### src/rtl/input_decoder_cmd_ctrl.sv
// Command decoder: pops a header word plus up to MAX_PARAMS parameter words from
// a FIFO and presents the assembled command on a valid/ready handshake.
module input_decoder_cmd_ctrl #(
  parameter int unsigned MAX_PARAMS = 4
) (
  input  logic                       clk,
  input  logic                       reset,
  input  logic                       en,
  input  logic                       fifo_empty,
  input  logic [31:0]                fifo_r_data,
  output logic                       fifo_read,
  output logic                       cmd_valid,
  input  logic                       cmd_ready,
  output logic [3:0]                 cmd_opcode,
  output logic [2:0]                 cmd_nparam,
  output logic [32*MAX_PARAMS-1:0]   cmd_params,
  output logic                       bad_cmd,
  output logic                       busy,
  output logic [15:0]                cmd_count
);

  localparam logic [2:0] MaxNp = 3'(MAX_PARAMS);

  typedef enum logic [2:0] {
    IDLE,
    HDR_WAIT,
    PRM_RD,
    PRM_WAIT,
    DRAIN_RD,
    DRAIN_WAIT,
    ISSUE
  } state_e;

  state_e                    state_q, state_d;
  logic [3:0]                opcode_q, opcode_d;
  logic [2:0]                nparam_q, nparam_d;
  logic [2:0]                idx_q, idx_d;
  logic [32*MAX_PARAMS-1:0]  params_q, params_d;
  logic                      bad_q, bad_d;
  logic [15:0]               count_q, count_d;
  logic [2:0]                hdr_np;
  logic                      unused_hdr_bits;

  assign hdr_np          = fifo_r_data[2:0];
  assign unused_hdr_bits = ^fifo_r_data[27:3];

  always_ff @(posedge clk or posedge reset) begin
    if (reset) begin
      state_q  <= IDLE;
      opcode_q <= '0;
      nparam_q <= '0;
      idx_q    <= '0;
      params_q <= '0;
      bad_q    <= 1'b0;
      count_q  <= '0;
    end else begin
      state_q  <= state_d;
      opcode_q <= opcode_d;
      nparam_q <= nparam_d;
      idx_q    <= idx_d;
      params_q <= params_d;
      bad_q    <= bad_d;
      count_q  <= count_d;
    end
  end

  always_comb begin
    state_d   = state_q;
    opcode_d  = opcode_q;
    nparam_d  = nparam_q;
    idx_d     = idx_q;
    params_d  = params_q;
    bad_d     = 1'b0;
    count_d   = count_q;
    fifo_read = 1'b0;
    unique case (state_q)
      IDLE: begin
        // reset also masks the pop so nothing leaves the FIFO while held in reset
        if (en && !fifo_empty && !reset) begin
          fifo_read = 1'b1;
          state_d   = HDR_WAIT;
        end
      end
      HDR_WAIT: begin
        opcode_d = fifo_r_data[31:28];
        nparam_d = hdr_np;
        params_d = '0;
        idx_d    = '0;
        if (hdr_np == 3'd0) begin
          state_d = ISSUE;
        end else if (hdr_np <= MaxNp) begin
          state_d = PRM_RD;
        end else begin
          state_d = DRAIN_RD;
          bad_d   = 1'b1;
        end
      end
      PRM_RD: begin
        if (!fifo_empty) begin
          fifo_read = 1'b1;
          state_d   = PRM_WAIT;
        end
      end
      PRM_WAIT: begin
        for (int unsigned k = 0; k < MAX_PARAMS; k++) begin
          if (idx_q == 3'(k)) params_d[32*k +: 32] = fifo_r_data;
        end
        idx_d   = idx_q + 3'd1;
        state_d = ((idx_q + 3'd1) == nparam_q) ? ISSUE : PRM_RD;
      end
      DRAIN_RD: begin
        if (!fifo_empty) begin
          fifo_read = 1'b1;
          state_d   = DRAIN_WAIT;
        end
      end
      DRAIN_WAIT: begin
        idx_d   = idx_q + 3'd1;
        state_d = ((idx_q + 3'd1) == nparam_q) ? IDLE : DRAIN_RD;
      end
      ISSUE: begin
        if (cmd_ready) begin
          state_d = IDLE;
          count_d = count_q + 16'd1;
        end
      end
      default: state_d = IDLE;
    endcase
  end

  assign cmd_valid  = (state_q == ISSUE);
  assign busy       = (state_q != IDLE);
  assign cmd_opcode = opcode_q;
  assign cmd_nparam = nparam_q;
  assign cmd_params = params_q;
  assign bad_cmd    = bad_q;
  assign cmd_count  = count_q;

endmodule

### config.mk
export PLATFORM = sky130hd
export DESIGN_NAME = input_decoder_cmd_ctrl
export DESIGN_NICKNAME = d
export VERILOG_FILES = /design/src/rtl/input_decoder_cmd_ctrl.sv
export SDC_FILE = /design/constraint.sdc
export NUM_CORES = 1
export LEC_CHECK = 0
export CORE_MARGIN = 1
export CORE_UTILIZATION = 35
export CTS_CLUSTER_DIAMETER = 60
export DETAILED_ROUTE_END_ITERATION = 16
export SYNTH_ARGS = -nofsm -noshare
export SYNTH_HDL_FRONTEND = slang
export SYNTH_SLANG_ARGS = --single-unit
### constraint.sdc
create_clock -name clk -period 10.1 [get_ports clk]
set_input_delay 2.525 -clock clk [delete_from_list [all_inputs] [get_ports clk]]
set_output_delay 2.525 -clock clk [all_outputs]
set_load 0.01 [all_outputs]
Word-level counts from Yosys, hierarchy flattened
Cells that the tools add are included.
{"block": "totals", "wordCells": 70, "register_bits": 158, "input_bits": 37, "output_inout_bits": 155}
{"block": "classes", "eq_ne": 18, "n_mux": 21, "n_reduce_logical": 18, "order_cmp": 1, "addsub": 2}
{"cell": "$pmux W128 S2", "n": 1}
{"cell": "$mux W32", "n": 4}
{"cell": "$mux W3", "n": 8}
{"cell": "$pmux W3 S7", "n": 1}
{"cell": "$add A16 B1 Y16 const B", "n": 1}
{"cell": "$ne A2 B2 Y1 const B", "n": 7}
{"cell": "$eq A3 B2 Y1 const B", "n": 4}
{"cell": "$reduce_and A2 Y1", "n": 5}
{"cell": "$eq A3 B3 Y1 const B", "n": 3}
{"cell": "$logic_not A3 Y1", "n": 3}
{"cell": "$eq A3 B1 Y1 const B", "n": 2}
{"cell": "$pmux W3 S2", "n": 1}
{"cell": "$mux W1", "n": 5}
{"cell": "$reduce_and A4 Y1", "n": 1}
{"cell": "$reduce_bool A2 Y1", "n": 2}
{"cell": "$reduce_or A2 Y1", "n": 2}
{"cell": "$add A3 B1 Y3 const B", "n": 1}
{"cell": "$eq A3 B3 Y1", "n": 1}
{"cell": "$le A3 B3 Y1 const B", "n": 1}
{"cell": "$reduce_bool A3 Y1", "n": 1}
{"cell": "$logic_and A1 B1 Y1", "n": 2}
{"cell": "$logic_not A1 Y1", "n": 2}
{"cell": "$ne A2 B1 Y1 const B", "n": 1}
{"cell": "$pmux W1 S2", "n": 1}

Longest topological paths before layout
Gate-level depths: netlist of the first run.
{"block": "depth", "word_depth": 5, "ltp_mapped": 7, "mapped_depth_nobuf": 6}

Least setup slack after synthesis of the first run
OpenSTA, ideal clock, no wires.
{"block": "synth_path", "path_kind": "input port to output port", "start": "in reset", "end": "out fifo_read", "t_arrival_ns": 6.956, "setup_slack_ns": 0.619, "required_ns": 7.575, "path_stages": 3, "path_buffers": 0, "path_cell_list": "inv_1 > a211oi_1 > a2111oi_0"}
{"block": "synth_via", "elab_chain_cells": 4}
{"element": "from (decl)", "line_no": "7", "rtl": "input logic reset,"}
{"element": "$logic_not A1 Y1", "line_no": "79", "rtl": "if (en && !fifo_empty && !reset) begin"}
{"element": "$logic_and A1 B1 Y1", "line_no": "79"}
{"element": "$mux W1", "line_no": "79"}
{"element": "$pmux W1 S2", "line_no": "76", "rtl": "unique case (state_q)"}
{"element": "to (decl)", "line_no": "11", "rtl": "output logic fifo_read,"}
No other way between the ends.

Final worst setup path of the first run
Ends and elaborated chain as after synthesis.

==> results_tabular.tex, run 1 <==
\begin{tabular}{lr}
\hline
Metric & Value \\
\hline
\multicolumn{2}{l}{\textbf{STA}} \\
Number of endpoints with negative hold slack in the final report & 0 \\
Max Fclk & 138 MHz \\
RSZ-0062 raised after global routing & false \\
Final setup viols & 0 \\
Tightest Pin Transition & 998 ps \\
Fin Clk Skew & 7.30 ps \\
Total negative slack & 0 ps \\
Clock period minus final worst setup slack & 7270 ps \\
Period Utilization, post-route & 72.0\% \\
Slew Limit Fails & 0 \\
Worst rel slew slack & 33.5\% \\
\multicolumn{2}{l}{\textbf{Global routing}} \\
GRT overflow & 0 \\
Vias in the first global route & 4708 \\
Global-route wire length before repair & 26100 um \\
Largest net degree at the start of global routing & 82 \\
Initial antenna violation count & 0 \\
Global-route usage over all layers & 19.0\% \\
\multicolumn{2}{l}{\textbf{Route}} \\
Count of antenna-violating nets left after detailed routing & 0 \\
\# DRC & 0 \\
Iteration count of the initial detailed-routing pass & 4 \\
Wire per inst & 16.1 um \\
Drt via density & 4.72 \\
Initial drt markers & 264 \\
Post-detailed-routing wire length & 16100 um \\
Total via count after detailed routing & 4718 \\
\multicolumn{2}{l}{\textbf{Synth}} \\
Number of storage elements in the synthesis netlist & 158 \\
Gate Count Post-Synth & 583 \\
Number of different library cells in the post-synthesis netlist & 32 \\
Synth warn & 0 \\
Synthesized area divided by synthesized cell count & 10.4 sq um \\
Sequential fraction of the synthesis area & 65.1\% \\
Cell area after synthesis & 0.00607 sq mm \\
Net count of the mapped netlist & 628 \\
\multicolumn{2}{l}{\textbf{Pwr}} \\
Power per Cell Area & 336 mW/mm\^{}2 \\
Cell leakage power & 3.82 nW \\
Worst ir drop on vdd & 157 uV \\
\multicolumn{2}{l}{\textbf{Layout}} \\
Area overhead of the layout relative to synthesis & 46.0\% \\
Storage element area & 0.00395 sq mm \\
Share of post-route cells with drive strength above 1 & 7.32\% \\
Layout filler cell count & 1471 \\
Area of the multi-input gates & 0.00202 sq mm \\
Nets & 812 \\
Core Util, Final & 52.9\% \\
Diodes inserted & 0 \\
\multicolumn{2}{l}{\textbf{Setup path}} \\
Biggest fanout along the worst timing path & 79 \\
Worst setup EP type & output port \\
CP required & 7580 ps \\
Element type at the critical path start & primary input \\
Data arrival time at the worst-slack endpoint & 4750 ps \\
Setup slack on the worst flop-to-flop path & 7680 ps \\
Category of the most critical setup path & primary input to output port \\
\multicolumn{2}{l}{\textbf{Clock tree}} \\
Worst-path clk slew & 60 ps \\
Clk root buf & sky130\_fd\_sc\_hd\_\_clkbuf\_16 \\
Total CTS buffers & 17 \\
Sinks on the clock net & 158 \\
Number of levels the H-tree was split into & 4 \\
Number of instances resized during post-cts repair & 0 \\
TritonCTS clock tree & done \\
Worst skew pair latency & 410 ps \\
\# Post-CTS Setup Buffers & 0 \\
Hold buffer count at cts & 0 \\
Buffer levels on the longest clock path & 2 \\
\multicolumn{2}{l}{\textbf{Worst hold path}} \\
Hold Crit Class & flop to flop \\
\multicolumn{2}{l}{\textbf{Die}} \\
Die span in x & 134 um \\
Core Rows & 47 \\
CORE AREA & 0.0168 sq mm \\
Initial cell density of the core & 36.2\% \\
Area of the die & 0.0179 sq mm \\
Floorplan die height & 134 um \\
Boundary Pins & 192 \\
\multicolumn{2}{l}{\textbf{Outcome}} \\
Outcome & complete, no violations \\
\multicolumn{2}{l}{\textbf{Placed design}} \\
Buffers on Ports & 191 \\
Final GP Congestion & 0.780 \\
Sum of net half-perimeters after detailed placement & 11200 um \\
\multicolumn{2}{l}{\textbf{Run}} \\
Max cap viols & 0 \\
\hline
\end{tabular}
[critical path: stages]
cell	delay (ps)
sky130_fd_sc_hd__clkdlybuf4s50_1	470
sky130_fd_sc_hd__inv_6	530
sky130_fd_sc_hd__a211oi_1	190
sky130_fd_sc_hd__a2111oi_0	390
sky130_fd_sc_hd__clkdlybuf4s50_1	610
[routing by layer]
layer	track usage (%)	part of all wire [%]
met1	24.8	44
met3	3.77	3.8
met4	7.32	1.9
met5	0	0
met2	31.3	50
[stage by stage]
| stage | instance area (sq um) | hold WS [ps] | setup WS, ps | power (W) | std cells |
|---|---|---|---|---|---|
| after floorplan | 6070 | 508 | 619 | 0.00157 | 583 |
| after global placement | 8230 | 464 | 2810 | 0.00229 | 968 |
| after detailed placement | 8230 | 469 | 2820 | 0.00232 | 968 |
| after CTS | 8870 | 482 | 2800 | 0.00301 | 999 |
| after global routing | 8870 | 503 | 2660 | 0.00316 | 999 |
| final | 8870 | 473 | 2830 | 0.00298 | 999 |
[sequential cells by signal, indices dropped and copies added (netlist names)]
name / cells
cmd_opcode: 4
cmd_params: 128
idx_q: 3
state_q: 3
bad_cmd: 1
cmd_count: 16
cmd_nparam: 3
[cell families after synthesis]
kind of cell,share of synthesized area [%]
DFF,65.1
buffers and inverters,2.47
xor gates and xnor gates,2.86
adders and majority gates,1.65
AOI/OAI and AO/OA,12.2
and+or+nand+nor,14.3
muxes,1.48
[layout make-up]
type / instances / share of cell area [%]
clock buffer: 21 / 5.42
sequential: 158 / 44.6
tap: 220 / 3.10
timing repair buffer: 197 / 22.1
inverter: 6 / 0.310
multi-input combinational: 387 / 22.8
clock inverter: 10 / 1.79
[cell usage in the layout, fill, tap and decap left out, types with 2 or more instances in the layout]
master                            instances
sky130_fd_sc_hd__clkdlybuf4s50_1        191
sky130_fd_sc_hd__nand2_1                173
sky130_fd_sc_hd__dfrtp_1                158
sky130_fd_sc_hd__o21ai_0                130
sky130_fd_sc_hd__clkbuf_16               17
sky130_fd_sc_hd__xnor2_1                 11
sky130_fd_sc_hd__nor2_1                   9
sky130_fd_sc_hd__mux2_2                   8
sky130_fd_sc_hd__ha_1                     8
sky130_fd_sc_hd__xor2_1                   7
sky130_fd_sc_hd__buf_4                    6
sky130_fd_sc_hd__nor2b_1                  4
sky130_fd_sc_hd__o21ai_4                  4
sky130_fd_sc_hd__inv_1                    4
sky130_fd_sc_hd__nand3_1                  4
sky130_fd_sc_hd__and3_1                   4
sky130_fd_sc_hd__nand4_1                  4
sky130_fd_sc_hd__clkbuf_8                 4
sky130_fd_sc_hd__bufinv_16                4
sky130_fd_sc_hd__a21oi_1                  3
sky130_fd_sc_hd__clkinv_2                 3
sky130_fd_sc_hd__nand2b_1                 2
sky130_fd_sc_hd__nor3_1                   2
sky130_fd_sc_hd__inv_6                    2
sky130_fd_sc_hd__a2111oi_0                2
sky130_fd_sc_hd__clkinvlp_4               2
[final timing paths]
| path | from | to | cells after the start |
|---|---|---|---|
| min | cmd_params[81] | cmd_params[81] | 2 |
| min in group asynchronous | reset | cmd_params[65] | 2 |
| max | reset | fifo_read | 5 |
| max in group asynchronous | reset | cmd_params[41] | 3 |
| min reg2reg | cmd_params[81] | cmd_params[81] | 2 |
| max reg2reg | state_q[0] | cmd_params[64] | 5 |
[cells in the mapped netlist]
master / number / area, sq um
sky130_fd_sc_hd__o21ai_0: 130 / 651
sky130_fd_sc_hd__nand3_1: 4 / 20.0
sky130_fd_sc_hd__xor2_1: 7 / 61.3
sky130_fd_sc_hd__a31o_2: 1 / 8.76
sky130_fd_sc_hd__nand4_4: 1 / 21.3
sky130_fd_sc_hd__and3_1: 4 / 25.0
sky130_fd_sc_hd__or2_2: 1 / 6.26
sky130_fd_sc_hd__nand4_1: 4 / 25.0
sky130_fd_sc_hd__nor2_1: 10 / 37.5
sky130_fd_sc_hd__o221ai_1: 1 / 8.76
sky130_fd_sc_hd__a211oi_1: 1 / 7.51
sky130_fd_sc_hd__xnor2_1: 11 / 96.3
sky130_fd_sc_hd__nand2_1: 173 / 649
sky130_fd_sc_hd__nor2b_1: 4 / 25.0
sky130_fd_sc_hd__ha_1: 8 / 100
sky130_fd_sc_hd__inv_1: 5 / 18.8
sky130_fd_sc_hd__a32o_1: 1 / 10.0
sky130_fd_sc_hd__inv_2: 1 / 3.75
sky130_fd_sc_hd__o21ai_1: 4 / 20.0
sky130_fd_sc_hd__dfrtp_1: 158 / 3950
sky130_fd_sc_hd__mux2_2: 8 / 90.1
sky130_fd_sc_hd__and4b_1: 1 / 10.0
sky130_fd_sc_hd__and4_1: 1 / 8.76
sky130_fd_sc_hd__buf_6: 1 / 11.3
sky130_fd_sc_hd__nor3_1: 2 / 10.0
sky130_fd_sc_hd__nand2b_1: 2 / 12.5
sky130_fd_sc_hd__a21oi_1: 3 / 15.0
sky130_fd_sc_hd__xnor2_2: 1 / 16.3
sky130_fd_sc_hd__or3_1: 1 / 6.26
sky130_fd_sc_hd__a2111oi_0: 2 / 17.5
sky130_fd_sc_hd__clkbuf_1: 31 / 116
sky130_fd_sc_hd__or4_4: 1 / 11.3
[power by group]
part / total (W) / switching [W] / internal, W
Sequential: 0.00110 / 0.000194 / 0.000910
Combinational: 0.00119 / 0.000574 / 0.000614
Clock: 0.000684 / 0.000246 / 0.000438
Power figures use the tool's default switching activity.
==> inputs of run 2 (changes only) <==
==> constraint.sdc (replaced) <==
create_clock -name clk -period 7.4 [get_ports clk]
set_input_delay 1.85 -clock clk [delete_from_list [all_inputs] [get_ports clk]]
set_output_delay 1.85 -clock clk [all_outputs]
set_load 0.01 [all_outputs]
==> run 2 against run 1 <==
  * Combinational power up 37%
  * Register-to-register slack got worse by 2600 ps
  * Sequential power rose by 35%
  * Largest power group unchanged
==> results_tabular.tex, run 2 (synthesis results as in run 1) <==
\begin{tabular}{lr}
\hline
Metric & Value \\
\hline
\multicolumn{2}{l}{\textbf{Outcome}} \\
Outcome & complete, no violations \\
\multicolumn{2}{l}{\textbf{Pwr}} \\
Internal Dissipation & 0.00266 W \\
Reg power frac & 36.8\% \\
Portion of total power attributed to the clock network & 23.0\% \\
Fraction of power spent switching nets & 34.5\% \\
Combinational share of power & 40.2\% \\
Switching component of the power & 0.00140 W \\
Power per Cell Area & 458 mW/mm\^{}2 \\
Cell leakage power & 3.82 nW \\
Worst ir drop on vdd & 164 uV \\
\multicolumn{2}{l}{\textbf{Global routing}} \\
GRT overflow & 0 \\
Vias in the first global route & 4861 \\
Global-route wire length before repair & 26300 um \\
Initial antenna violation count & 0 \\
Largest net degree at the start of global routing & 92 \\
Global-route usage over all layers & 19.3\% \\
\multicolumn{2}{l}{\textbf{Die}} \\
Die span in x & 134 um \\
Area of the die & 0.0179 sq mm \\
Core Rows & 47 \\
CORE AREA & 0.0168 sq mm \\
Floorplan die height & 134 um \\
Boundary Pins & 192 \\
Initial cell density of the core & 36.2\% \\
\multicolumn{2}{l}{\textbf{Clock tree}} \\
Clk root buf & sky130\_fd\_sc\_hd\_\_clkbuf\_16 \\
Total CTS buffers & 17 \\
Sinks on the clock net & 158 \\
Number of levels the H-tree was split into & 4 \\
Buffer levels on the longest clock path & 2 \\
Worst-path clk slew & 60 ps \\
Worst skew pair latency & 420 ps \\
Hold buffer count at cts & 0 \\
\# Post-CTS Setup Buffers & 0 \\
TritonCTS clock tree & done \\
Number of instances resized during post-cts repair & 0 \\
\multicolumn{2}{l}{\textbf{STA}} \\
Final setup viols & 0 \\
Total negative slack & 0 ps \\
Fin Clk Skew & 5.11 ps \\
Tightest Pin Transition & 1150 ps \\
Worst rel slew slack & 23.3\% \\
Max Fclk & 186 MHz \\
Period Utilization, post-route & 72.7\% \\
Number of endpoints with negative hold slack in the final report & 0 \\
Clock period minus final worst setup slack & 5380 ps \\
RSZ-0062 raised after global routing & false \\
Slew Limit Fails & 0 \\
\multicolumn{2}{l}{\textbf{Setup path}} \\
Crit. Startpoint & reset \\
Category of the most critical setup path & primary input to output port \\
Worst setup EP type & output port \\
CP required & 5550 ps \\
Biggest fanout along the worst timing path & 2 \\
Data arrival time at the worst-slack endpoint & 3530 ps \\
Element type at the critical path start & primary input \\
Worst R2R Start & state\_q[0] \\
Worst r2r path cells & 5 \\
\multicolumn{2}{l}{\textbf{Layout}} \\
Top library cells by usage in the layout, fill and taps aside & sky130\_fd\_sc\_hd\_\_clkdlybuf4s50\_1 (191), sky130\_fd\_sc\_hd\_\_nand2\_1 (173), sky130\_fd\_sc\_hd\_\_dfrtp\_1 (158) \\
Final non-filler cell total & 1001 \\
Share of post-route cells with drive strength above 1 & 7.55\% \\
Core Util, Final & 53.0\% \\
Most frequent standard cell in the layout excluding fill and tap cells & sky130\_fd\_sc\_hd\_\_clkdlybuf4s50\_1 \\
Nets & 813 \\
Layout filler cell count & 1517 \\
Area overhead of the layout relative to synthesis & 46.2\% \\
Flip-flop count of the largest register, all copies and words added & 128 \\
Diodes inserted & 0 \\
\multicolumn{2}{l}{\textbf{Route}} \\
Total via count after detailed routing & 4735 \\
Drt via density & 4.73 \\
Met3 WL post-DR & 715 um \\
Post-detailed-routing wire length & 16400 um \\
Length of routed met2 wiring & 8220 um \\
WL met1 & 7100 um \\
Count of antenna-violating nets left after detailed routing & 0 \\
Wire per inst & 16.4 um \\
Top Layer Used & met4 \\
Iteration count of the initial detailed-routing pass & 4 \\
\# DRC & 0 \\
Initial drt markers & 259 \\
\multicolumn{2}{l}{\textbf{Placed design}} \\
Final GP Congestion & 0.782 \\
Cell Count Post-Placement & 969 \\
Sum of net half-perimeters after detailed placement & 11300 um \\
Buffers on Ports & 191 \\
\multicolumn{2}{l}{\textbf{Worst hold path}} \\
Number of stages on the worst hold path & 2 \\
Startpoint of the tightest hold check path & cmd\_params[35] \\
Hold Crit Class & flop to flop \\
\multicolumn{2}{l}{\textbf{Run}} \\
Max cap viols & 0 \\
\hline
\end{tabular}
run 2: cell count changes in the layout (fill, tap and decap cells not counted), sizes merged:
cell / delta
clkinv: +2
inv: -1
clkbuf: -2
buf: +1
clkinvlp: +2
run 2: through the flow:
step | hold slack (ps) | cell area (sq um) | power [W] | worst slack, ps
2_1_floorplan | 508 | 6080 | 0.00214 | 745
3_3_place_gp | 463 | 8240 | 0.00313 | 2050
3_5_place_dp | 469 | 8240 | 0.00317 | 2020
4_1_cts | 482 | 8880 | 0.00412 | 1990
5_1_grt | 500 | 8880 | 0.00432 | 1930
6_report | 479 | 8880 | 0.00406 | 2020
run 2: worst paths after layout:
| check | slack [ps] | endpoint |
|---|---|---|
| max | 2020 | fifo_read |
| max reg2reg | 5050 | cmd_params[92] |
| max in group asynchronous | 3570 | cmd_params[62] |
| min | 480 | cmd_params[35] |
| min in group asynchronous | 2170 | cmd_count[10] |
| min reg2reg | 480 | cmd_params[35] |
run 2: layer usage:
layer / GRT usage, % / up-vias
li1: - / 2304
met1: 24.2 / 2285
met2: 32.2 / 123
met3: 4.07 / 23
met4: 7.95 / 0
met5: 0 / -
run 2: area by class of cell:
cell class	count	area, sq um	share of cell area [%]
Tap cell	220	275	3.10
Timing Repair Buffer	198	1960	22.1
Multi-Input combinational cell	387	2020	22.7
Clock inverter	13	188	2.11
Sequential cell	158	3950	44.5
Inverter	6	26.3	0.296
Clock buffer	19	453	5.10
run 2: worst max-delay path: stages:
cell and delay, ps:
sky130_fd_sc_hd__clkdlybuf4s50_1 460, sky130_fd_sc_hd__clkinvlp_4 130, sky130_fd_sc_hd__a211oi_1 80, sky130_fd_sc_hd__a2111oi_0 380
sky130_fd_sc_hd__clkdlybuf4s50_1 620
run 2: power groups by stage:
| stage | logic [W] | registers (W) | clock network (W) |
|---|---|---|---|
| after floorplan | 0.000510 | 0.00163 | 0 |
| after global placement | 0.00164 | 0.00149 | 0 |
| after detailed placement | 0.00166 | 0.00151 | 0 |
| after CTS | 0.00167 | 0.00150 | 0.000954 |
| after global routing | 0.00178 | 0.00155 | 0.000990 |
| final | 0.00163 | 0.00149 | 0.000936 |
